File: config.mk
export PLATFORM = sky130hd
export DESIGN_NAME = debounce_multi
export DESIGN_NICKNAME = d
export VERILOG_FILES = /design/src/rtl/debounce_multi.sv
export SDC_FILE = /design/constraint.sdc
export NUM_CORES = 1
export LEC_CHECK = 0
export ABC_AREA = 0
export BUFFER_PORTS_ARGS = -buffer_cell sky130_fd_sc_hd__buf_4
export CAP_MARGIN = 20
export CORE_MARGIN = 2
export CORE_UTILIZATION = 52
export CTS_CLUSTER_DIAMETER = 150
export DETAILED_ROUTE_END_ITERATION = 6
export PLACE_DENSITY = 0.67
export SYNTH_ARGS = -nofsm -noshare
export SYNTH_HDL_FRONTEND = slang
export SYNTH_SLANG_ARGS = --single-unit
export TNS_END_PERCENT = 50
File: constraint.sdc
create_clock -name clk -period 2.87 [get_ports clk]
set_input_delay 0.287 -clock clk [delete_from_list [all_inputs] [get_ports clk]]
set_output_delay 0.287 -clock clk [all_outputs]
set_load 0.02 [all_outputs]
File: src/rtl/debounce_multi.sv
// debounce_multi: NUM_CH independent press/release debouncers behind a SYNC_STAGES-deep synchroniser.
// Define DEBOUNCE_STROBE_EN to add registered press_stb / release_stb edge pulses.
module debounce_multi #(
  parameter int NUM_CH      = 4,
  parameter int CLK_FREQ    = 50000000,
  parameter int DEBOUNCE_MS = 10,
  parameter int SYNC_STAGES = 2
) (
  input  logic              clk,
  input  logic              rst,
  input  logic [NUM_CH-1:0] db_in,
  output logic [NUM_CH-1:0] db_out
`ifdef DEBOUNCE_STROBE_EN
  ,
  output logic [NUM_CH-1:0] press_stb,
  output logic [NUM_CH-1:0] release_stb
`endif
);

  localparam int CNT_MAX = (CLK_FREQ / 1000) * DEBOUNCE_MS;
  localparam int CNT_W   = (CNT_MAX < 1) ? 1 : $clog2(CNT_MAX + 1);
  localparam logic [CNT_W-1:0] CNT_LAST = CNT_W'(CNT_MAX - 1);

  if (CNT_MAX < 1) begin : g_bad_cnt
    $error("debounce_multi: CNT_MAX = (CLK_FREQ/1000)*DEBOUNCE_MS must be >= 1");
  end
  if (SYNC_STAGES < 2) begin : g_bad_sync
    $error("debounce_multi: SYNC_STAGES must be >= 2");
  end
  if (NUM_CH < 1) begin : g_bad_ch
    $error("debounce_multi: NUM_CH must be >= 1");
  end

  // Synchroniser: stage 0 samples the raw pins, the last stage feeds the debouncers
  logic [SYNC_STAGES-1:0][NUM_CH-1:0] sync_p0;
  logic [NUM_CH-1:0]                  s_p1;

  always_ff @(posedge clk or posedge rst) begin
    if (rst) begin
      sync_p0 <= '0;
    end else begin
      sync_p0 <= {sync_p0[SYNC_STAGES-2:0], db_in};
    end
  end

  assign s_p1 = sync_p0[SYNC_STAGES-1];

  // Per-channel stable-time counter and debounced level
  for (genvar i = 0; i < NUM_CH; i++) begin : g_ch
    logic [CNT_W-1:0] cnt_p1;
    logic             out_p2;
    logic             differ_p1;
    logic             settle_p1;

    assign differ_p1 = s_p1[i] ^ out_p2;
    assign settle_p1 = differ_p1 && (cnt_p1 == CNT_LAST);

    always_ff @(posedge clk or posedge rst) begin
      if (rst) begin
        cnt_p1 <= '0;
        out_p2 <= 1'b0;
      end else if (!differ_p1) begin
        cnt_p1 <= '0;
      end else if (settle_p1) begin
        cnt_p1 <= '0;
        out_p2 <= ~out_p2;
      end else begin
        cnt_p1 <= cnt_p1 + CNT_W'(1);
      end
    end

    assign db_out[i] = out_p2;

`ifdef DEBOUNCE_STROBE_EN
    // Strobes register alongside the flip so they coincide with the new level
    logic press_p2;
    logic release_p2;

    always_ff @(posedge clk or posedge rst) begin
      if (rst) begin
        press_p2   <= 1'b0;
        release_p2 <= 1'b0;
      end else begin
        press_p2   <= settle_p1 & s_p1[i];
        release_p2 <= settle_p1 & ~s_p1[i];
      end
    end

    assign press_stb[i]   = press_p2;
    assign release_stb[i] = release_p2;
`endif
  end

endmodule
# Word level (Yosys, flattened, before mapping)
# Cells that the tools add are included.
[op_classes]
eq_ne = 4
n_bitwise = 8
add_sub_neg = 4
muxes = 8
n_reduce_logical = 8
[ops]
columns = ["op", "n"]
rows = [
  ["2-to-1 mux 19 bit", 8],
  ["adder 19 x 1 -> 19 bit, second input constant", 4],
  ["== test 19 bit, second input constant", 4],
  ["AND reduction 2 bit", 4],
  ["logical AND 1 bit", 4],
  ["NOT 1 bit", 4],
  ["XOR 1 bit", 4],
]
[totals]
reg_bits = 88
input_bits = 6

# Longest topological paths before layout
# Gate-level depths: netlist (run 1).
[logic_depth]
word_depth = 4
mapped_depth = 6
depth_no_buf = 5

# Least setup slack after synthesis (run 1)
# OpenSTA, ideal clock, no wires.
[synth_timing]
kind = "flip-flop to flip-flop"
start = "register g_ch[1].cnt_p1[0]"
end = "register g_ch[1].cnt_p1[16]"
n_path_buf = 0
arrival_ns = 1.778
setup_ns = 0.078
required_ns = 2.792
path_slack_ns = 1.013
synth_period_minus_slack_ns = 1.857
stages_incl_launch_ff = 6
cell_sequence = "dfrtp_1 ha_1 nand4_4 or4_4 or3_1 a21oi_1"
[synth_via]
elab_chain_len = 4
word_cells_on_any_way = 5
classes_between = "add/sub: 1; eq/ne: 1; mux: 2; reduce/logical: 1"
[synth_rtl]
columns = ["element", "line_no", "rtl"]
rows = [
  ["from (decl)", "50", "logic [CNT_W-1:0] cnt_p1;"],
  ["from (signal assigned)", "68", "cnt_p1 <= cnt_p1 + CNT_W'(1);"],
  ["branches (longest 2 deep; another with adder 19 x 1 -> 19 bit)", "-", ""],
  ["2-to-1 mux 19 bit (*)", "64", "end else if (settle_p1) begin"],
  ["2-to-1 mux 19 bit (*)", "62", "end else if (!differ_p1) begin"],
]
# Every way passes the cells marked *.
# A chain may end at the register's enable or synchronous reset.

# Worst setup path after layout (run 1)
[layout_timing]
start = "register g_ch[1].cnt_p1[5]"
end = "register g_ch[1].cnt_p1[8]"
# Same word-level chain as after synthesis.

==> qor.yml, run 1 <==
placed_design:
  post-place-cells: 532
  dp_hpwl_um: 5258
  place_congestion: 0.8828
  io_buffers: 9
  dpl-instance-area_um2: 4514
synth:
  syn_avg_cell_area_um2: 10.24
  postSynthNetCount: 434
  synth-seq-cells: 88
  synth-edff-count: 0
  post_synth_num_cell_types: 40
  ys.warnings.count: 0
  sequential_element_share_of_the_synthesized_area: 0.5074
  synthTopCellsByArea: "sky130_fd_sc_hd__dfrtp_1, sky130_fd_sc_hd__xnor2_1, sky130_fd_sc_hd__nor2_1, sky130_fd_sc_hd__xor2_1, sky130_fd_sc_hd__nand3_1"
  netlist_instances: 424
  dominantRegCellSynth: "sky130_fd_sc_hd__dfrtp_1"
  post-synth-top-area-fraction: 0.5074
  synthArstFlopShare: 1.000
  mappedNetlistArea_um2: 4340
  yosysTopAreaCell: "sky130_fd_sc_hd__dfrtp_1"
route:
  average_wire_per_standard_cell_um: 14.19
  antenna_violating_nets_post_route: 0
  avgViaCountPerCell: 5.639
  drc_markers: 0
  routed_wl_um: 7774
  detail_route.iter0.violations: 148
  drt_first_pass_iters: 4
  route.vias.total: 3090
critical_path:
  r2r.worst_path.cells: 5
  critPathRequiredTime_ns: 3.12
  startpoint_type: "flip-flop"
  maximum_fanout_count_along_the_critical_path: 11
  timing.critical_path.slowest_cell_delay_ns: 0.61
  worstPathArrival_ns: 2.30
  critical_path.top_delay_family: "compound AO/OA/AOI/OAI gates"
  timing.critical_path.to_type: "flip-flop"
  worstSetupPathDepth: 5
  critical_path_buf_inv_count: 1
  critPathSlowestCell: "sky130_fd_sc_hd__o41ai_4"
  crit_path_cell_trace: "nor4b_1 -> nand4_1 -> o41ai_4 -> buf_4 -> nor2_1"
  rrSetupSlack_ns: 0.82
  criticalPathCategory: "flip-flop to flip-flop"
sta:
  timing.final.setup_violations: 0
  timing.max_slew.rel_slack: 0.6344
  final.period_utilization: 0.7139
  worst-slew-pin-transition_ns: 0.5465
  timing.fmax_mhz: 488.1
  fin_worst_hold_slack_ns: 0.01403
  finalHoldViolations: 0
  worst_clock_skew_ns: 0.01244
  final_max_slew_viol_count: 0
  min_period_ns: 2.049
  totalNegativeSetupSlack_ns: 0
  rsz0062_at_grt: "false"
clocking:
  cts.clk_slew.worst_paths_ns: 0.09
  cts_made_buffers: 9
  cts.repair_timing.setup_buffer_count: 0
  post_cts_resized: 0
  h-tree-depth: 3
  cts.sink_count: 88
  root_buffer: "sky130_fd_sc_hd__clkbuf_8"
  tritoncts: "done"
  clkLatencyLatePin_ns: 0.36
  buffer_depth_of_the_longest_clock_path: 2
  post_cts_hold_buffer_count: 0
global_routing:
  antenna_found_initial: 0
  grt_max_degree: 89
  grt_first_pass_wirelength_um: 13570
  via_count_of_the_first_global_routing_pass: 3005
  grt-ovfl-total: 0
  grt_use_total: 0.1911
outcome:
  outcome: "finished clean"
final_layout:
  mostFrequentLayoutCell: "sky130_fd_sc_hd__dfrtp_1"
  num-nets-final: 448
  syn_to_final_growth_pct: 9.253
  mostFrequentLayoutCells: "sky130_fd_sc_hd__dfrtp_1, sky130_fd_sc_hd__nor2_1, sky130_fd_sc_hd__xnor2_1"
  antenna_cells: 0
  final_area_um2: 4742
  layout.cells.non_filler: 548
  drive_above_1_share: 0.1264
floorplanning:
  initial_utilization: 0.5336
  num_io_pins: 10
  placeableCoreArea_um2: 8134
  dieWidth_um: 95.36
  die-height_um: 95.36
  num_rows: 33
  die_area_um2: 9094
flow_run:
  max_cap_viol_count: 0
power:
  total_power_mw: 2.341
  power.density_nw_per_um2: 493.8
  total_leakage_power_nw: 1.931
  vdd.ir_drop.worst_v: 0.0003667
min_path:
  timing.hold.worst.class: "input port to asynchronous set/reset pin"
[per-stage QoR]
stage / util / setup slack (ns)
after floorplan: - / 0.3044
after global placement: 0.5550 / 0.8474
after detailed placement: 0.5550 / 0.8046
after CTS: 0.5830 / 0.7938
after global routing: 0.5830 / 0.6511
final: 0.5830 / 0.8212
[worst paths after layout]
kind,end,from
max in group asynchronous,g_ch[0].cnt_p1[16],rst
worst min register to register,s_p1[1],sync_p0[1]
worst max register to register,g_ch[1].cnt_p1[8],g_ch[1].cnt_p1[5]
worst min-delay path,g_ch[3].out_p2,rst
min in group clk,sync_p0[2],db_in[2]
worst max-delay path,g_ch[1].cnt_p1[8],g_ch[1].cnt_p1[5]
[layer usage]
| layer | up-vias | share of wire | track usage |
|---|---|---|---|
| li1 | 1520 | - | - |
| met2 | 40 | 0.48 | 0.3110 |
| met3 | 11 | 0.021 | 0.02925 |
| met5 | - | 0 | 0 |
| met4 | 0 | 0.016 | 0.08454 |
| met1 | 1519 | 0.49 | 0.2535 |
[synthesized netlist by cell type, types with 2 or more instances]
| cell | count |
|---|---|
| sky130_fd_sc_hd__o41ai_4 | 3 |
| sky130_fd_sc_hd__and4_2 | 2 |
| sky130_fd_sc_hd__xnor2_1 | 40 |
| sky130_fd_sc_hd__nor2_1 | 70 |
| sky130_fd_sc_hd__nand4_1 | 19 |
| sky130_fd_sc_hd__inv_1 | 15 |
| sky130_fd_sc_hd__or4_4 | 2 |
| sky130_fd_sc_hd__nand3_1 | 29 |
| sky130_fd_sc_hd__buf_4 | 7 |
| sky130_fd_sc_hd__nor4b_1 | 3 |
| sky130_fd_sc_hd__and2_1 | 3 |
| sky130_fd_sc_hd__o31ai_1 | 4 |
| sky130_fd_sc_hd__or3_1 | 10 |
| sky130_fd_sc_hd__and3_1 | 3 |
| sky130_fd_sc_hd__or4_1 | 4 |
| sky130_fd_sc_hd__nand4_2 | 2 |
| sky130_fd_sc_hd__nand4_4 | 2 |
| sky130_fd_sc_hd__dfrtp_1 | 88 |
| sky130_fd_sc_hd__ha_1 | 4 |
| sky130_fd_sc_hd__nor3_1 | 9 |
| sky130_fd_sc_hd__buf_2 | 3 |
| sky130_fd_sc_hd__and4_1 | 2 |
| sky130_fd_sc_hd__or2_2 | 5 |
| sky130_fd_sc_hd__nand2_1 | 20 |
| sky130_fd_sc_hd__nor4_1 | 19 |
| sky130_fd_sc_hd__xor2_1 | 17 |
| sky130_fd_sc_hd__o21ai_0 | 9 |
| sky130_fd_sc_hd__mux2_2 | 4 |
| sky130_fd_sc_hd__a21oi_1 | 15 |
[kinds of logic (layout without fill, tap and decap cells)]
kind of cell | after synthesis | after routing | share of synthesized area
flops | 88 | 88 | 0.5074
xor+xnor | 57 | 57 | 0.1150
mux | 5 | 5 | 0.01268
compound gates | 33 | 33 | 0.05938
fa+ha+maj | 4 | 4 | 0.01153
buf+inv | 27 | 46 | 0.03228
simple gates | 210 | 210 | 0.2617
[power breakdown]
group	leakage, nW	internal, mW	switching (mW)
Sequential	1.20	1.26	0.0195
Combinational	0.617	0.0308	0.0576
Clock	0.113	0.519	0.456
Total	1.93	1.81	0.534
[worst min-delay path: stages]
cell                       delay, ns
sky130_fd_sc_hd__buf_4          0.11
sky130_fd_sc_hd__clkinv_2       0.05
sky130_fd_sc_hd__buf_12         0.35
[final cells by class]
| class | instances | area (um2) |
|---|---|---|
| Clock buffer | 10 | 137.6 |
| Inverter | 15 | 57.56 |
| Clock inverter | 6 | 90.09 |
| Sequential cell | 88 | 2202 |
| Timing Repair Buffer | 15 | 125.1 |
| Tap cell | 105 | 131.4 |
| Fill cell | 701 | 3392 |
| Multi-Input combinational cell | 309 | 1998 |
[state kept, by name, indices dropped and copies added, names as in the netlist]
signal	cells
g_ch.cnt_p1	76
g_ch.out_p2	4
s_p1	4
sync_p0	4
No activity file was read; power rests on OpenSTA's default activity.
==> run 2, diff against run 1 <==
- clock period: 2.87 -> 2 ns (I/O delays scaled with it)
==> qor.yml, run 2 (synthesis gave the netlist of run 1 again) <==
global_routing:
  grt_use_met3: 0.05613
  met1_usage: 0.2726
  antenna_found_initial: 0
  top_usage_layer: "met2"
  grt_max_degree: 60
  grt_first_pass_wirelength_um: 14260
  groute.layer.met2.usage: 0.3040
  grt-ovfl-total: 0
  via_count_of_the_first_global_routing_pass: 3102
  grt_use_total: 0.1986
final_layout:
  mostFrequentLayoutCells: "sky130_fd_sc_hd__dfrtp_1, sky130_fd_sc_hd__nor2_1, sky130_fd_sc_hd__xnor2_1"
  registers.top_by_ff_count: "g_ch.cnt_p1"
  num-nets-final: 469
  mostFrequentLayoutCell: "sky130_fd_sc_hd__dfrtp_1"
  antenna_cells: 0
  drive_above_1_share: 0.1595
  syn_to_final_growth_pct: 12.48
  largest_reg_flops: 76
route:
  average_wire_per_standard_cell_um: 13.90
  avgViaCountPerCell: 5.536
  detail_route.iter0.violations: 100
  route.vias.total: 3150
  routed_wl_um: 7910
  drt_first_pass_iters: 5
  antenna_violating_nets_post_route: 0
  drc_markers: 0
floorplanning:
  initial_utilization: 0.5336
  die-height_um: 95.36
  num_rows: 33
  num_io_pins: 10
  die_area_um2: 9094
  dieWidth_um: 95.36
  placeableCoreArea_um2: 8134
sta:
  finalHoldViolations: 0
  rsz0062_at_grt: "false"
  timing.max_slew.rel_slack: 0.6872
  timing.fmax_mhz: 524.7
  worst-slew-pin-transition_ns: 0.4649
  worst_clock_skew_ns: 0.009926
  timing.final.setup_violations: 0
  final.period_utilization: 0.9529
  fin_worst_hold_slack_ns: 0.3601
  totalNegativeSetupSlack_ns: 0
  final_max_slew_viol_count: 0
  min_period_ns: 1.906
power:
  total_power_mw: 3.109
  total_leakage_power_nw: 1.999
  vdd.ir_drop.worst_v: 0.0003817
  power.density_nw_per_um2: 636.8
critical_path:
  timing.critical_path.to_type: "flip-flop"
  maximum_fanout_count_along_the_critical_path: 5
  startpoint_type: "flip-flop"
  critPathRequiredTime_ns: 2.29
  worstPathArrival_ns: 2.20
  criticalPathCategory: "flip-flop to flip-flop"
min_path:
  timing.hold.worst.class: "flip-flop to flip-flop"
clocking:
  clkLatencyLatePin_ns: 0.36
  tritoncts: "done"
  h-tree-depth: 3
  cts_made_buffers: 9
  buffer_depth_of_the_longest_clock_path: 2
  root_buffer: "sky130_fd_sc_hd__clkbuf_8"
  cts.sink_count: 88
  cts.clk_slew.worst_paths_ns: 0.09
flow_run:
  max_cap_viol_count: 0
placed_design:
  place_congestion: 0.8948
  io_buffers: 9
  dp_hpwl_um: 5478
outcome:
  outcome: "finished clean"
==> run 2: cell types whose count changed in the layout (fill, tap and decap cells not counted) <==
cell / before / now
sky130_fd_sc_hd__nor4b_2: 0 / 1
sky130_fd_sc_hd__bufinv_16: 2 / 0
sky130_fd_sc_hd__nor4_1: 19 / 18
sky130_fd_sc_hd__nor4_2: 0 / 1
sky130_fd_sc_hd__dlygate4sd3_1: 0 / 5
sky130_fd_sc_hd__clkinv_4: 0 / 2
sky130_fd_sc_hd__buf_4: 14 / 30
sky130_fd_sc_hd__inv_6: 2 / 0
sky130_fd_sc_hd__clkinv_2: 2 / 1
sky130_fd_sc_hd__nor4b_1: 3 / 2
sky130_fd_sc_hd__clkinvlp_4: 1 / 4
==> run 2: repair_timing <==
item                       4_1_cts  5_1_grt
resized for setup                0        2
hold buffers                     5        0
hold endpoints to repair        20        0
buffers inserted                 0        0
setup endpoints to repair        0        1
==> run 2: final timing paths <==
check	slack (ns)	cells after the start	end	startpoint
setup / recovery	0.09	5	g_ch[1].cnt_p1[16]	g_ch[1].cnt_p1[0]
hold / removal	0.36	0	s_p1[3]	sync_p0[3]
setup reg to reg	0.09	5	g_ch[1].cnt_p1[16]	g_ch[1].cnt_p1[0]
hold reg to reg	0.36	0	s_p1[3]	sync_p0[3]
max in group asynchronous	0.99	4	g_ch[0].out_p2	rst
min in group asynchronous	0.39	3	g_ch[2].cnt_p1[2]	rst
==> run 2: layout make-up <==
type / count / area [um2]
clock buffers: 10 / 137.6
clock inverters: 6 / 45.04
repair buffers: 36 / 295.3
well taps: 105 / 131.4
inverters: 15 / 60.06
flip-flops and latches: 88 / 2202
fillers: 651 / 3252
multi-input cells: 309 / 2011
==> run 2: through the flow <==
stage | instances | utilization | instance area [um2] | worst slack (ns)
final | 569 | 0.6002 | 4882 | 0.09419
after global routing | 569 | 0.6002 | 4882 | 0.002913
after CTS | 569 | 0.5987 | 4870 | 0.08124
after detailed placement | 548 | 0.5701 | 4637 | 0.09247
after global placement | 548 | 0.5701 | 4637 | 0.1487
after floorplan | 424 | - | 4344 | 0.1433
==> run 2: per-layer routing <==
layer	up-vias	share of wire
met2	44	0.47
li1	1564	-
met4	0	0.013
met1	1533	0.49
met3	9	0.031
met5	-	0
==> run 2: worst max-delay path: stages, from the launching register on <==
cell and delay [ns]:
sky130_fd_sc_hd__dfrtp_1 0.41, sky130_fd_sc_hd__ha_1 0.28, sky130_fd_sc_hd__nand4_4 0.12, sky130_fd_sc_hd__or4_4 0.56, sky130_fd_sc_hd__or3_1 0.32, sky130_fd_sc_hd__a21oi_1 0.15
==> run 2: where the power goes <==
part / total [mW] / internal [mW] / switching (mW)
Sequential: 1.83 / 1.81 / 0.0289
Combinational: 0.142 / 0.0554 / 0.0864
Clock: 1.13 / 0.487 / 0.646
Total: 3.11 / 2.35 / 0.762
